<file path="src/rtl/rp_sd_arb.sv">
// rp_sd_arb: round-robin arbiter granting one of eight RP drives access to
// the shared SD controller. The granted drive's operation and sector address
// are latched at grant time. A watchdog forces completion if the controller
// never acknowledges.
module rp_sd_arb #(
    parameter logic [23:0] TIMEOUT = 24'd10_000_000
) (
    input  logic         clk,
    input  logic         rst,
    input  logic         clr,
    input  logic [7:0]   rpSDREQ,
    input  logic [23:0]  rpSDOPV,
    input  logic [167:0] rpSDLSAV,
    output logic [7:0]   rpSDACK,
    output logic         sdREQ,
    input  logic         sdACK,
    output logic [2:0]   sdOP,
    output logic [20:0]  sdLSA,
    output logic [2:0]   sdSCAN,
    output logic         arbBUSY,
    output logic         arbTO
);

    typedef enum logic [1:0] {
        ST_IDLE,
        ST_REQ,
        ST_ACK,
        ST_DROP
    } state_t;

    state_t       state_q, state_d;
    logic [2:0]   last_q,  last_d;
    logic [23:0]  wdog_q,  wdog_d;
    logic [2:0]   scan_q,  scan_d;
    logic [2:0]   op_q,    op_d;
    logic [20:0]  lsa_q,   lsa_d;

    logic [2:0]   pick;
    logic         pick_vld;
    logic [2:0]   cand;
    logic [2:0]   pick_op;
    logic [20:0]  pick_lsa;
    logic         wdog_exp;

    // Round-robin search starting one past the last granted drive; the 8th
    // candidate wraps back onto the last drive itself.
    always_comb begin
        pick     = '0;
        pick_vld = 1'b0;
        cand     = '0;
        for (int unsigned k = 1; k <= 8; k++) begin
            cand = last_q + 3'(k);
            if (!pick_vld && rpSDREQ[cand]) begin
                pick     = cand;
                pick_vld = 1'b1;
            end
        end
    end

    // Select the operation and sector-address slices of the candidate drive.
    always_comb begin
        pick_op  = '0;
        pick_lsa = '0;
        for (int unsigned d = 0; d < 8; d++) begin
            if (pick == 3'(d)) begin
                pick_op  = rpSDOPV[3*d +: 3];
                pick_lsa = rpSDLSAV[21*d +: 21];
            end
        end
    end

    assign wdog_exp = (TIMEOUT != '0) && (wdog_q == TIMEOUT - 24'd1);

    // Next-state logic: clr overrides every transition, latched grant data
    // changes only on a new grant.
    always_comb begin
        state_d = state_q;
        last_d  = last_q;
        wdog_d  = wdog_q;
        scan_d  = scan_q;
        op_d    = op_q;
        lsa_d   = lsa_q;
        if (clr) begin
            state_d = ST_IDLE;
            last_d  = 3'd7;
            wdog_d  = '0;
        end else begin
            case (state_q)
                ST_IDLE: begin
                    if (pick_vld) begin
                        scan_d  = pick;
                        op_d    = pick_op;
                        lsa_d   = pick_lsa;
                        last_d  = pick;
                        wdog_d  = '0;
                        state_d = ST_REQ;
                    end
                end
                ST_REQ: begin
                    // A drive dropping its request here does not abort the
                    // transfer; only sdACK or the watchdog leave this state.
                    if (sdACK || wdog_exp) begin
                        state_d = ST_ACK;
                    end else begin
                        wdog_d = wdog_q + 24'd1;
                    end
                end
                ST_ACK: begin
                    state_d = ST_DROP;
                end
                ST_DROP: begin
                    if (!rpSDREQ[scan_q]) begin
                        state_d = ST_IDLE;
                    end
                end
                default: begin
                    state_d = ST_IDLE;
                end
            endcase
        end
    end

    // State and latched-grant registers with synchronous active-low reset.
    always_ff @(posedge clk) begin
        if (!rst) begin
            state_q <= ST_IDLE;
            last_q  <= 3'd7;
            wdog_q  <= '0;
            scan_q  <= '0;
            op_q    <= '0;
            lsa_q   <= '0;
        end else begin
            state_q <= state_d;
            last_q  <= last_d;
            wdog_q  <= wdog_d;
            scan_q  <= scan_d;
            op_q    <= op_d;
            lsa_q   <= lsa_d;
        end
    end

    // Outputs decoded from the current state; arbTO is suppressed whenever
    // sdACK, clr or reset wins the same cycle so it never pulses without the
    // watchdog-driven ACK transition actually taking place.
    always_comb begin
        sdREQ   = (state_q == ST_REQ);
        arbBUSY = (state_q != ST_IDLE);
        rpSDACK = (state_q == ST_ACK) ? (8'd1 << scan_q) : '0;
        arbTO   = rst && !clr && (state_q == ST_REQ) && !sdACK && wdog_exp;
        sdOP    = op_q;
        sdLSA   = lsa_q;
        sdSCAN  = scan_q;
    end

endmodule

</file>
<file path="config.mk">
export PLATFORM = sky130hd
export DESIGN_NAME = rp_sd_arb
export DESIGN_NICKNAME = d
export VERILOG_FILES = /design/src/rtl/rp_sd_arb.sv
export SDC_FILE = /design/constraint.sdc
export NUM_CORES = 1
export LEC_CHECK = 0
export BUFFER_PORTS_ARGS = -buffer_cell sky130_fd_sc_hd__buf_2
export CORE_AREA = 2 2 107 109
export DETAILED_ROUTE_END_ITERATION = 12
export DIE_AREA = 0 0 109 111
export PLACE_DENSITY = 0.83
export SETUP_SLACK_MARGIN = 0.5
export SLEW_MARGIN = 5
export SYNTH_ARGS = -nofsm -noshare
export SYNTH_HDL_FRONTEND = slang
export SYNTH_SLANG_ARGS = --single-unit
</file>
<file path="constraint.sdc">
create_clock -name clk -period 4.1 [get_ports clk]
set_input_delay 0.41 -clock clk [delete_from_list [all_inputs] [get_ports clk]]
set_output_delay 0.41 -clock clk [all_outputs]
set_load 0.02 [all_outputs]
</file>
==> impl_metrics.json <==
{
  "timing.rr.end": "sdLSA[7]$_SDFFE_PN0P_",
  "synthCells": 580,
  "hold_end": "sdLSA[16]$_SDFFE_PN0P_",
  "grt_max_degree": 49,
  "setup_ws_ns": 0.515,
  "crit_type": "register to register",
  "ys_top_cells_by_area": "dfxtp_1, mux2i_1, a221o_1",
  "final_cells": 986,
  "arrival_ns": 3.78,
  "cp-end-kind": "register",
  "required_ns": 4.30,
  "rows": 39,
  "dpl_worst_slack_ns": 0.242,
  "clock.fmax_ghz": 0.279,
  "min_path_cells": 4,
  "routabilityCongestion": 0.909,
  "synth_edf_count": 0,
  "most-common-layout-cells": "buf_2, mux2i_1, dfxtp_1, nand2_1, nor2_1",
  "cts_buffer_depth": 2,
  "synth_top_area_share_pct": 21.8,
  "synth_area_um2": 5150,
  "r2r_cells": 14,
  "cts_tree": "built",
  "htree_levels": 2,
  "yosys_warnings": 0,
  "setup_violations": 0,
  "die-area_um2": 12100,
  "synthMuxAreaShare_pct": 23.9,
  "finalSetupTns_ns": 0,
  "drive_gt1_share_pct": 47.7,
  "finalHoldViolCount": 0,
  "drt-initial-drc-count": 563,
  "vias_per_cell": 5.99,
  "synth_top_family_by_area": "multiplexers",
  "grtUsageTotal_pct": 28.6,
  "grt_pass1_vias": 5349,
  "hold_slack_ns": 0.436,
  "synth_top_flop_cell": "dfxtp_1",
  "nets": 1051,
  "synth_xor_area_share_pct": 5.27,
  "firstDrtPassIters": 6,
  "pin_count": 242,
  "finalCritPeriodShare_pct": 87.4,
  "drv_cap": 0,
  "finalMaxSlewViolations": 0,
  "clock_sinks": 56,
  "rsz0062_at_grt": "true",
  "min_period_ns": 3.59,
  "min_from": "rpSDLSAV[163]",
  "synth.distinct_cells": 82,
  "hold_buffers": 0,
  "p_leak_uw": 0.00339,
  "ys_seq_area_share_pct": 21.8,
  "final_common_cell": "buf_2",
  "synth_compound_area_share_pct": 19.5,
  "start_util_pct": 46.5,
  "ant_nets": 0,
  "wl_um": 19500,
  "port_buffers": 241,
  "antenna_found_initial": 3,
  "design.core.area_um2": 11100,
  "dr_total_vias": 5911,
  "fp.dieW_um": 109,
  "r2r_setup_slack_ns": 0.51,
  "clock_latency_ns": 0.31,
  "overflow": 0,
  "die_h_um": 111,
  "clock_skew_ns": 0.00964,
  "peakVddDrop_v": 0.000593,
  "syn-num-nets": 791,
  "min_path_type": "primary input to register",
  "path_clk_slew_ns": 0.09,
  "drc": 0,
  "synth_top_area_cell": "dfxtp_1",
  "crit_fanout": 6,
  "cts_inserted_buffers": 5,
  "ys_seq_elements": 56,
  "r2r_start": "last_q[0]$_SDFFE_PP1P_",
  "synthArstFlopShare_pct": 0,
  "synth_adder_area_share_pct": 1.70,
  "grt_pass1_wl_um": 27000,
  "yosys.area_share.simple_pct": 18.7,
  "maxSlewHeadroom_pct": 55.0,
  "power.density_cell_area_nw_per_um2": 692,
  "critPathLaunchType": "register",
  "p_total_uw": 5140,
  "syn_avg_cell_area_um2": 8.88,
  "root_buffer": "clkbuf_16",
  "status": "finished clean",
  "worst_slew_pin_slew_ns": 0.672,
  "hpwl_um": 13100,
  "dpl.cell_count": 937,
  "post_drt_wl_per_cell_um": 19.8,
  "area_growth_syn_to_layout_pct": 44.1
}
[worst max-delay path, stage by stage, from the launching register on]
cell and delay [ns]:
dfxtp_2 0.36, clkinvlp_4 0.11, ha_4 0.30, buf_6 0.14, mux2i_4 0.18, mux4_2 0.55, and3_4 0.22, and3_4 0.16
a221o_1 0.33, a32oi_2 0.22, buf_4 0.17, buf_6 0.13, nand3b_4 0.22, a211oi_2 0.06, a221o_1 0.31
[layer usage]
layer | GRT usage, % | wire, µm | vias up
li1 | - | - | 2718
met1 | 33.7 | 7330 | 2799
met2 | 48.8 | 9770 | 317
met3 | 6.64 | 1610 | 75
met4 | 12.1 | 824 | 2
met5 | 0 | 13 | -
[power by group]
group / switching, µW / total, µW / internal, µW / leakage [µW]
combinational: 2020 / 3960 / 1950 / 0.00286
clock: 236 / 468 / 232 / 0.0000680
sequential: 72.5 / 703 / 630 / 0.000457
total: 2330 / 5140 / 2810 / 0.00339
[sequential cells by signal, summed over array words and instances (netlist names)]
register	cells
last_q	3
state_q	2
sdLSA	21
sdSCAN	3
sdOP	3
wdog_q	24
[synth_stat cells (8+ instances only)]
library cell / instances
dfxtp_1: 56
mux2i_1: 90
xnor2_1: 9
nand2_1: 45
nor3_1: 32
a21oi_1: 8
o22ai_1: 23
nand3_1: 12
buf_2: 14
inv_1: 32
a221o_1: 24
nor2_1: 46
buf_6: 13
xor2_1: 17
mux4_2: 10
a211oi_1: 29
[per-stage QoR]
stage	instance area (µm²)	utilization, %
after CTS	6700	60.4
final	7420	67.0
after global routing	7420	67.0
after detailed placement	6350	57.3
after global placement	6350	57.3
after floorplan	5180	-
[layout make-up]
cell class | instances | area, µm²
inverter | 32 | 124
multi-input combinational | 456 | 4040
tap | 143 | 179
fill | 885 | 3650
clock inverter | 3 | 26.3
clock buffer | 5 | 125
antenna | 2 | 5.00
timing repair buffer | 289 | 1800
sequential | 56 | 1120
[worst max path at each step]
stage                                 startpoint                endpoint  slack [ns]  cells past startpoint
final                     last_q[0]$_SDFFE_PP1P_   sdLSA[7]$_SDFFE_PN0P_        0.51                     14
after global routing      last_q[0]$_SDFFE_PP1P_   sdLSA[0]$_SDFFE_PN0P_        0.41                     14
after CTS                 last_q[0]$_SDFFE_PP1P_   sdLSA[8]$_SDFFE_PN0P_        0.51                     12
after detailed placement  last_q[0]$_SDFFE_PP1P_  sdLSA[11]$_SDFFE_PN0P_        0.24                     12
after global placement    last_q[0]$_SDFFE_PP1P_    sdOP[2]$_SDFFE_PN0P_        0.27                     12
after floorplan           last_q[1]$_SDFFE_PP1P_   sdLSA[0]$_SDFFE_PN0P_        0.51                     16
[kinds of logic after synthesis]
logic type | Yosys count
AOI/OAI and AO/OA | 124
xor gates and xnor gates | 28
muxes | 107
DFF | 56
buffers and inverters | 73
adders and majority gates | 7
and+or+nand+nor | 185
[repair_timing]
| item | in CTS | in global routing |
|---|---|---|
| resized for setup | 15 | 79 |
| buffers inserted | 9 | 17 |
| endpoints found under the hold margin | 0 | 0 |
| endpoints found under the setup margin | 24 | 29 |
| pin swaps | 4 | 24 |
| cloned | 3 | 10 |
(Power assumes the default switching activity.)
